[config.mk]
export PLATFORM = sky130hd
export DESIGN_NAME = settle_monitor
export DESIGN_NICKNAME = d
export VERILOG_FILES = /design/src/rtl/settle_monitor.sv
export SDC_FILE = /design/constraint.sdc
export NUM_CORES = 1
export LEC_CHECK = 0
export ABC_AREA = 1
export CORE_MARGIN = 4
export CORE_UTILIZATION = 34
export CTS_BUF_LIST = sky130_fd_sc_hd__clkbuf_8 sky130_fd_sc_hd__clkbuf_16
export DETAILED_ROUTE_END_ITERATION = 10
export PLACE_DENSITY = 0.58
export SLEW_MARGIN = 20
export SYNTH_ARGS = -nofsm -noshare
export SYNTH_HDL_FRONTEND = slang
export SYNTH_SLANG_ARGS = --single-unit
[constraint.sdc]
create_clock -name clk -period 12.25 [get_ports clk]
set_clock_uncertainty 0.15 [all_clocks]
set_input_delay 3.0625 -clock clk [delete_from_list [all_inputs] [get_ports clk]]
set_output_delay 3.0625 -clock clk [all_outputs]
set_load 0.01 [all_outputs]
[src/rtl/settle_monitor.sv]
// Settling/convergence checker: after an optional settle window, every channel must stay
// within +/-tol of its target for hold_cycles consecutive valid samples before a timeout.
module settle_monitor #(
  parameter int unsigned NCH   = 1,
  parameter int unsigned WIDTH = 16,
  parameter int unsigned CNT_W = 24
) (
  input  logic                 clk,
  input  logic                 rst_n,
  input  logic                 arm,
  input  logic                 abort,
  input  logic [NCH*WIDTH-1:0] target,
  input  logic [WIDTH-1:0]     tol,
  input  logic [CNT_W-1:0]     settle_cycles,
  input  logic [CNT_W-1:0]     hold_cycles,
  input  logic [CNT_W-1:0]     timeout_cycles,
  input  logic [NCH*WIDTH-1:0] sample,
  input  logic                 sample_vld,
  output logic                 busy,
  output logic                 done,
  output logic                 pass,
  output logic [NCH-1:0]       fail_ch
);
  localparam int unsigned EW = WIDTH + 1;
  localparam logic [1:0] S_IDLE   = 2'd0;
  localparam logic [1:0] S_SETTLE = 2'd1;
  localparam logic [1:0] S_CHECK  = 2'd2;
  localparam logic [1:0] S_DONE   = 2'd3;
  localparam logic [CNT_W-1:0] CNT_ONE = CNT_W'(1);
  localparam logic [CNT_W:0]   RUN_ONE = (CNT_W+1)'(1);

  logic [1:0]           state_q, state_d;
  logic [NCH*WIDTH-1:0] tgt_q, tgt_d;
  logic [WIDTH-1:0]     tol_q, tol_d;
  logic [CNT_W-1:0]     settle_q, settle_d;
  logic [CNT_W-1:0]     hold_q, hold_d;
  logic [CNT_W-1:0]     timeout_q, timeout_d;
  logic [CNT_W-1:0]     set_cnt_q, set_cnt_d;
  logic [CNT_W-1:0]     hold_cnt_q, hold_cnt_d;
  logic [CNT_W-1:0]     to_cnt_q, to_cnt_d;
  logic                 busy_q, busy_d;
  logic                 done_q, done_d;
  logic                 pass_q, pass_d;
  logic [NCH-1:0]       fail_ch_q, fail_ch_d;

  function automatic logic [CNT_W-1:0] sat_inc(input logic [CNT_W-1:0] v);
    return (&v) ? v : v + CNT_ONE;
  endfunction

  // Band test on a WIDTH+1 bit difference so full-scale targets and samples cannot overflow
  logic signed [EW-1:0] err_c;
  logic [EW-1:0]        mag_c;
  logic [NCH-1:0]       oob_c;
  always_comb begin
    err_c = '0;
    mag_c = '0;
    oob_c = '0;
    for (int unsigned i = 0; i < NCH; i++) begin
      err_c    = EW'($signed(sample[i*WIDTH +: WIDTH])) - EW'($signed(tgt_q[i*WIDTH +: WIDTH]));
      mag_c    = err_c[EW-1] ? EW'(-err_c) : EW'(err_c);
      oob_c[i] = (mag_c > {1'b0, tol_q});
    end
  end

  logic [CNT_W-1:0] hold_eff_c;
  logic [CNT_W:0]   run_next_c;
  assign hold_eff_c = (hold_q == '0) ? CNT_ONE : hold_q;
  assign run_next_c = {1'b0, hold_cnt_q} + RUN_ONE;

  logic hit_c;
  always_comb begin
    state_d    = state_q;
    tgt_d      = tgt_q;
    tol_d      = tol_q;
    settle_d   = settle_q;
    hold_d     = hold_q;
    timeout_d  = timeout_q;
    set_cnt_d  = set_cnt_q;
    hold_cnt_d = hold_cnt_q;
    to_cnt_d   = to_cnt_q;
    pass_d     = pass_q;
    fail_ch_d  = fail_ch_q;
    hit_c      = 1'b0;
    if (abort) begin
      state_d = S_IDLE;
      pass_d  = 1'b0;
    end else begin
      case (state_q)
        S_IDLE: begin
          if (arm) begin
            tgt_d      = target;
            tol_d      = tol;
            settle_d   = settle_cycles;
            hold_d     = hold_cycles;
            timeout_d  = timeout_cycles;
            set_cnt_d  = '0;
            hold_cnt_d = '0;
            to_cnt_d   = '0;
            pass_d     = 1'b0;
            fail_ch_d  = '0;
            state_d    = (settle_cycles == '0) ? S_CHECK : S_SETTLE;
          end
        end
        S_SETTLE: begin
          set_cnt_d = sat_inc(set_cnt_q);
          if (set_cnt_q == settle_q - CNT_ONE) state_d = S_CHECK;
        end
        S_CHECK: begin
          to_cnt_d = sat_inc(to_cnt_q);
          if (sample_vld) begin
            if (oob_c == '0) begin
              hold_cnt_d = sat_inc(hold_cnt_q);
              hit_c      = (run_next_c >= {1'b0, hold_eff_c});
            end else begin
              hold_cnt_d = '0;
              fail_ch_d  = oob_c;
            end
          end
          // A qualifying sample on the expiry cycle still counts as a pass
          if (hit_c) begin
            state_d = S_DONE;
            pass_d  = 1'b1;
          end else if ((timeout_q != '0) && (to_cnt_q == timeout_q - CNT_ONE)) begin
            state_d = S_DONE;
            pass_d  = 1'b0;
          end
        end
        default: state_d = S_IDLE;
      endcase
    end
    busy_d = (state_d == S_SETTLE) || (state_d == S_CHECK);
    done_d = (state_d == S_DONE);
  end

  always_ff @(posedge clk or negedge rst_n) begin
    if (!rst_n) begin
      state_q    <= S_IDLE;
      tgt_q      <= '0;
      tol_q      <= '0;
      settle_q   <= '0;
      hold_q     <= '0;
      timeout_q  <= '0;
      set_cnt_q  <= '0;
      hold_cnt_q <= '0;
      to_cnt_q   <= '0;
      busy_q     <= 1'b0;
      done_q     <= 1'b0;
      pass_q     <= 1'b0;
      fail_ch_q  <= '0;
    end else begin
      state_q    <= state_d;
      tgt_q      <= tgt_d;
      tol_q      <= tol_d;
      settle_q   <= settle_d;
      hold_q     <= hold_d;
      timeout_q  <= timeout_d;
      set_cnt_q  <= set_cnt_d;
      hold_cnt_q <= hold_cnt_d;
      to_cnt_q   <= to_cnt_d;
      busy_q     <= busy_d;
      done_q     <= done_d;
      pass_q     <= pass_d;
      fail_ch_q  <= fail_ch_d;
    end
  end

  assign busy    = busy_q;
  assign done    = done_q;
  assign pass    = pass_q;
  assign fail_ch = fail_ch_q;
endmodule

# Word-level counts from Yosys, hierarchy flattened
# Cells that the tools add are included.
classes:
  add_sub_neg: 8
  n_lt_le_gt_ge: 2
  n_eq_ne: 15
  n_mux: 30
  bitwise_logic: 1
  reduce_logical: 18
ops:
  columns: ["cell", "count"]
  rows:
  - ["$mux W24", 7]
  - ["$pmux W24 S2", 3]
  - ["$add A24 B1 Y24 const B", 3]
  - ["$reduce_and A24 Y1", 3]
  - ["$eq A24 B24 Y1", 2]
  - ["$logic_not A24 Y1", 2]
  - ["$sub A24 B1 Y24 const B", 2]
  - ["$add A24 B1 Y25 const B", 1]
  - ["$ge A25 B24 Y1", 1]
  - ["$reduce_bool A24 Y1", 1]
  - ["$gt A17 B16 Y1", 1]
  - ["$mux W17", 1]
  - ["$neg A17 Y17", 1]
  - ["$sub A16 B16 Y17", 1]
  - ["$mux W2", 6]
  - ["$mux W1", 10]
  - ["$ne A2 B2 Y1 const B", 5]
  - ["$reduce_and A5 Y1", 2]
  - ["$reduce_and A4 Y1", 2]
  - ["$eq A2 B2 Y1 const B", 3]
  - ["$ne A3 B3 Y1 const B", 2]
  - ["$pmux W2 S3", 1]
  - ["$reduce_and A3 Y1", 2]
  - ["$eq A2 B1 Y1 const B", 2]
  - ["8 further kinds", 10]
totals:
  ff_bits: 182
  in_bits: 125
  wordCells: 87

# Longest topological paths before layout
depth:
  word_depth: 13
  ltp_mapped: 36
  mapped_depth_nobuf: 35

# Worst setup path before layout
# Ideal clock, no wire load.
synth_path:
  path_type: "input port to flip-flop"
  startpoint: "input sample[0]"
  endpoint: "register busy_q, in the netlist busy"
  setup_ns: 0.126
  arrival_ns: 6.403
  required_ns: 11.974
  path_slack_ns: 5.571
  path_stages: 35
  cell_sequence: "inv_1 -> ha_1 -> fa_1 -> inv_1 -> nand3_1 -> nand2_1 -> nand2_1 -> nand2_2 -> nand3_1 -> nand2_1 -> nand2_1 -> nand2_2 -> clkinv_1 -> nand2_1 -> xor2_1 -> inv_1 -> ha_1 -> nand2_1 -> nor2_1 -> nand2_1 -> nand3_1 -> nand2_1 -> nand2_1 -> nand2_1 -> nand2_1 -> nand2_1 -> nand2_1 -> nand2_1 -> nand2_1 -> nand2_1 -> nand4_1 -> nand2_1 -> nand2_1 -> a21oi_1 -> ha_1"
synth_via:
  elab_chain_cells: 13
synth_rtl:
  columns: ["element", "line", "source"]
  rows:
  - ["from (decl)", "17", "input logic [NCH*WIDTH-1:0] sample,"]
  - ["$sub A16 B16 Y17 (*)", "59", "err_c = EW'($signed(sample[i*WIDTH +: WIDTH])) - EW'($signed(tgt_q[i*WIDTH +: WIDTH]));"]
  - ["$neg A17 Y17", "60", "mag_c = err_c[EW-1] ? EW'(-err_c) : EW'(err_c);"]
  - ["$mux W17 (*)", "60", null]
  - ["$gt A17 B16 Y1 (*)", "61", "oob_c[i] = (mag_c > {1'b0, tol_q});"]
  - ["$mux W1 (*)", "111", "if (oob_c == '0) begin"]
  - ["$mux W1 (*)", "110", "if (sample_vld) begin"]
  - ["$mux W1 (*)", "88", "case (state_q)"]
  - ["$mux W1 (*)", "84", "if (abort) begin"]
  - ["$mux W2 (*)", "120", "if (hit_c) begin"]
  - ["$pmux W2 S3 (*)", "88", null]
  - ["$mux W2 (*)", "84", null]
  - ["named net state_d[0]", "32", "logic [1:0] state_q, state_d;"]
  - ["$eq A2 B1 Y1 / $eq A2 B2 Y1 (equally long branches)", "131", "busy_d = (state_d == S_SETTLE) || (state_d == S_CHECK);"]
  - ["$logic_or A1 B1 Y1 (*)", "131", null]
  - ["named net busy_d", "41", "logic busy_q, busy_d;"]
  - ["to (signal assigned)", "160", "busy_q <= busy_d;"]
  - ["to (decl)", "41", null]
# Mark *: on every way through the listed nets, which the timed path passes. The rest lies on a longest branch. The select of a mux whose other input is x is not followed.
# A chain may end at the register's enable or synchronous reset.

# Final worst setup path
layout_path:
  startpoint: "input sample[0]"
  endpoint: "register hold_cnt_q[23]"
layout_via:
  elab_chain_cells: 7
layout_rtl:
  columns: ["element", "line", "source"]
  rows:
  - ["$sub A16 B16 Y17 (*)", "59", null]
  - ["$neg A17 Y17", "60", null]
  - ["$mux W17 (*)", "60", null]
  - ["$gt A17 B16 Y1 (*)", "61", null]
  - ["$mux W24", "111", null]
  - ["$mux W24", "110", null]
  - ["$pmux W24 S2", "88", null]
  - ["to (signal assigned)", "158", "hold_cnt_q <= hold_cnt_d;"]
  - ["to (decl)", "39", "logic [CNT_W-1:0] hold_cnt_q, hold_cnt_d;"]
# Every way passes the cells marked *; elsewhere a longest branch is shown, timed or not. The select of a mux whose other input is x is not followed.

==> impl_results.md <==
- # rows: 69
- Post-CTS setup buffer count: 0
- Sw Ratio: 0.366
- Share of the synthesized area in the top cell type: 0.366
- Synthesis Warnings: 0
- Power share of the clock group: 0.282
- Final Cycle Share: 0.609
- Kind of critical path: input port to register
- Vias: 11.0k
- Ant. Diodes: 0
- Power Total: 1940 uW
- First DRT Iteration DRCs: 606
- Initial antenna violation count: 1
- Comb pwr share: 0.350
- Flops & latches, synth: 182
- Internal power: 1230 uW
- Post-synth top area cell: dfrtp_1
- Synth top area cells: dfrtp_1 37%, nand2_1 13%, inv_1 7.4%, ha_1 6.3%, xor2_1 5.5%
- Hold Crit Class: register to register
- Post-Syn Instances: 1723
- Setup TNS: 0 ns
- Final #Nets: 2026
- CTS Buffer Depth: 2
- Status: completed
- DRC: 0
- Flip-flop and latch area: 4550 um2
- Worst path bufs/invs: 6
- Vias in the first global route: 10.9k
- Htree depth: 4
- Worst path required time: 12.45 ns
- Sequential fraction of design power: 0.368
- Sequential share of the synthesized area: 0.366
- Post-synth cell types: 45
- First-pass GRT wire length: 52700 um
- TritonRoute pass-1 iters: 5
- Ys flop type: dfrtp_1
- Clk_lat worst skew: 0.43 ns
- CP arrival: 7.66 ns
- Worst R2R Setup Slack: 7.55 ns
- Critical-path top delay cell: buf_4
- Slew Limit Fails: 0
- Minimum clock period after layout: 7.46 ns
- Wirelength per Cell: 13.5 um
- Hold Vio Cnt, Final: 0
- Max-Cap Viols: 0
- Global-route usage over all layers: 0.160
- Fin Hold WS: 0.341 ns
- Slew headroom: 0.338
- Io pins: 129
- EDFF count, synth: 0
- Multi-input gate area: 6800 um2
- Number of vias per cell: 4.78
- Area Growth Syn to Fin: 18.5%
- CTS Hold Bufs: 0
- Mapped Area: 12500 um2
- Placed cell count: 2279
- Max VDD drop: 90.1 uV
- Share of layout cells above drive strength 1: 0.0611
- P_sw: 710 uW
- Most frequent cells in the layout: 420 x nand2_1, 247 x inv_1, 182 x dfrtp_1, 156 x nor2_1, 135 x o21ai_0
- DIE WIDTH: 199 um
- Final Routed Wirelength: 31300 um
- Pin count of the biggest net entering global routing: 122
- Type of element launching the critical path: input port
- Die ar.: 39800 um2
- Syn nets: 1912
- Clk sink count: 182
- Mean Syn Cell Area: 7.23 um2
- Cell family with most CP delay: simple AND/OR/NAND/NOR gates
- Non-Filler Instances: 2311
- Core Footprint: 35800 um2
- Port Buf Inserts: 128
- Resized Gates After CTS: 0
- Routed Antenna Nets: 0
- LEAKAGE: 0.00695 uW
- Actual slew at the worst max-slew pin: 0.993 ns
- Final HPWL DP: 24100 um
- Crit-path most repeated cell: nand2_1
- Crit-path max cell delay: 0.58 ns
- GR Overflow Total: 0
- Clock transition at the registers of the reported paths: 0.07 ns
- Fraction of registers with async set/reset: 1.00
- Final Core Density: 0.412
- GPL Wtd Cong: 0.884
- Num CTS Buffers: 17
- Crit path max fanout: 48
- Root buf cell: clkbuf_16
- RSZ-0062 raised after global routing: false
- Crit path capture type: register
- Commonest non-fill, non-tap cell in the layout: nand2_1
- Initial core utilization: 0.348
- Maximum clock frequency: 134 MHz
- Endpoints failing setup: 0
- Chip height: 199 um
- Power density over cell area: 131 nW/um2
- CTS tree: built
- Fill count: 3693
[area by class of cell]
type                            count  share of cell area
Multi-Input combinational cell   1255               0.461
Clock inverter                     14             0.00924
Inverter                          248              0.0631
Tap cell                          461              0.0391
Clock buffer                       18              0.0297
Sequential cell                   182               0.309
Timing Repair Buffer              133              0.0896
[stage by stage]
stage	worst slack, ns	cell area, um2
final	4.79	14800
after floorplan	5.57	12500
after global routing	4.22	14800
after detailed placement	4.35	14200
after CTS	4.81	14800
after global placement	4.47	14200
[final timing paths]
| path | to | depth (start not counted) | startpoint |
|---|---|---|---|
| max | hold_cnt_q[23] | 36 | sample[0] |
| min | hold_q[0] | 2 | hold_q[0] |
| max reg2reg | hold_cnt_q[23] | 34 | tgt_q[0] |
| min reg2reg | hold_q[0] | 2 | hold_q[0] |
| max in group asynchronous | hold_q[15] | 2 | rst_n |
| min in group asynchronous | settle_q[5] | 1 | rst_n |
[cells in the mapped netlist, types with 41 or more instances]
cell	n
o21ai_0	135
ha_1	63
dfrtp_1	182
nor3_1	41
nor2_1	157
nand3_1	102
nand2_1	420
inv_1	244
a21oi_1	70
nand4_1	44
xor2_1	78
[cell families (layout without fill, tap and decap cells)]
| family | count (synthesis) | count (layout) | share of synthesized area |
|---|---|---|---|
| XOR/XNOR | 105 | 105 | 0.0750 |
| AND/OR/NAND/NOR | 831 | 831 | 0.290 |
| adder cells (fa/ha/maj) | 64 | 64 | 0.0649 |
| buffers and inverters | 286 | 413 | 0.0898 |
| flip-flops | 182 | 182 | 0.366 |
| AO/OA/AOI/OAI | 255 | 255 | 0.114 |
[flip-flops by register name, summed over array words and instances, names as in the netlist]
name	cells
pass	1
timeout_q	24
settle_q	24
set_cnt_q	24
tol_q	16
fail_ch	1
tgt_q	16
state_q	2
busy	1
hold_q	24
to_cnt_q	24
hold_cnt_q	24
done	1
[per-layer routing]
metal / track usage / vias to the layer above / share of wire
met3: 0.0224 / 41 / 0.028
met1: 0.216 / 5064 / 0.48
met4: 0.0440 / 2 / 0.019
met2: 0.269 / 169 / 0.47
li1: - / 5772 / -
met5: 0 / - / 0.00042
[worst min-delay path, stage by stage, from the launching register on]
cell and delay, ns:
dfrtp_1 0.36, nand2_1 0.06, nand2_1 0.05
[power groups by stage]
stage	combinational (uW)	clock [uW]	sequential, uW
final	679	548	713
after detailed placement	681	0	725
after floorplan	509	0	711
after global routing	793	585	722
after CTS	684	565	714
after global placement	666	0	724
No activity file was read; power rests on OpenSTA's default activity.
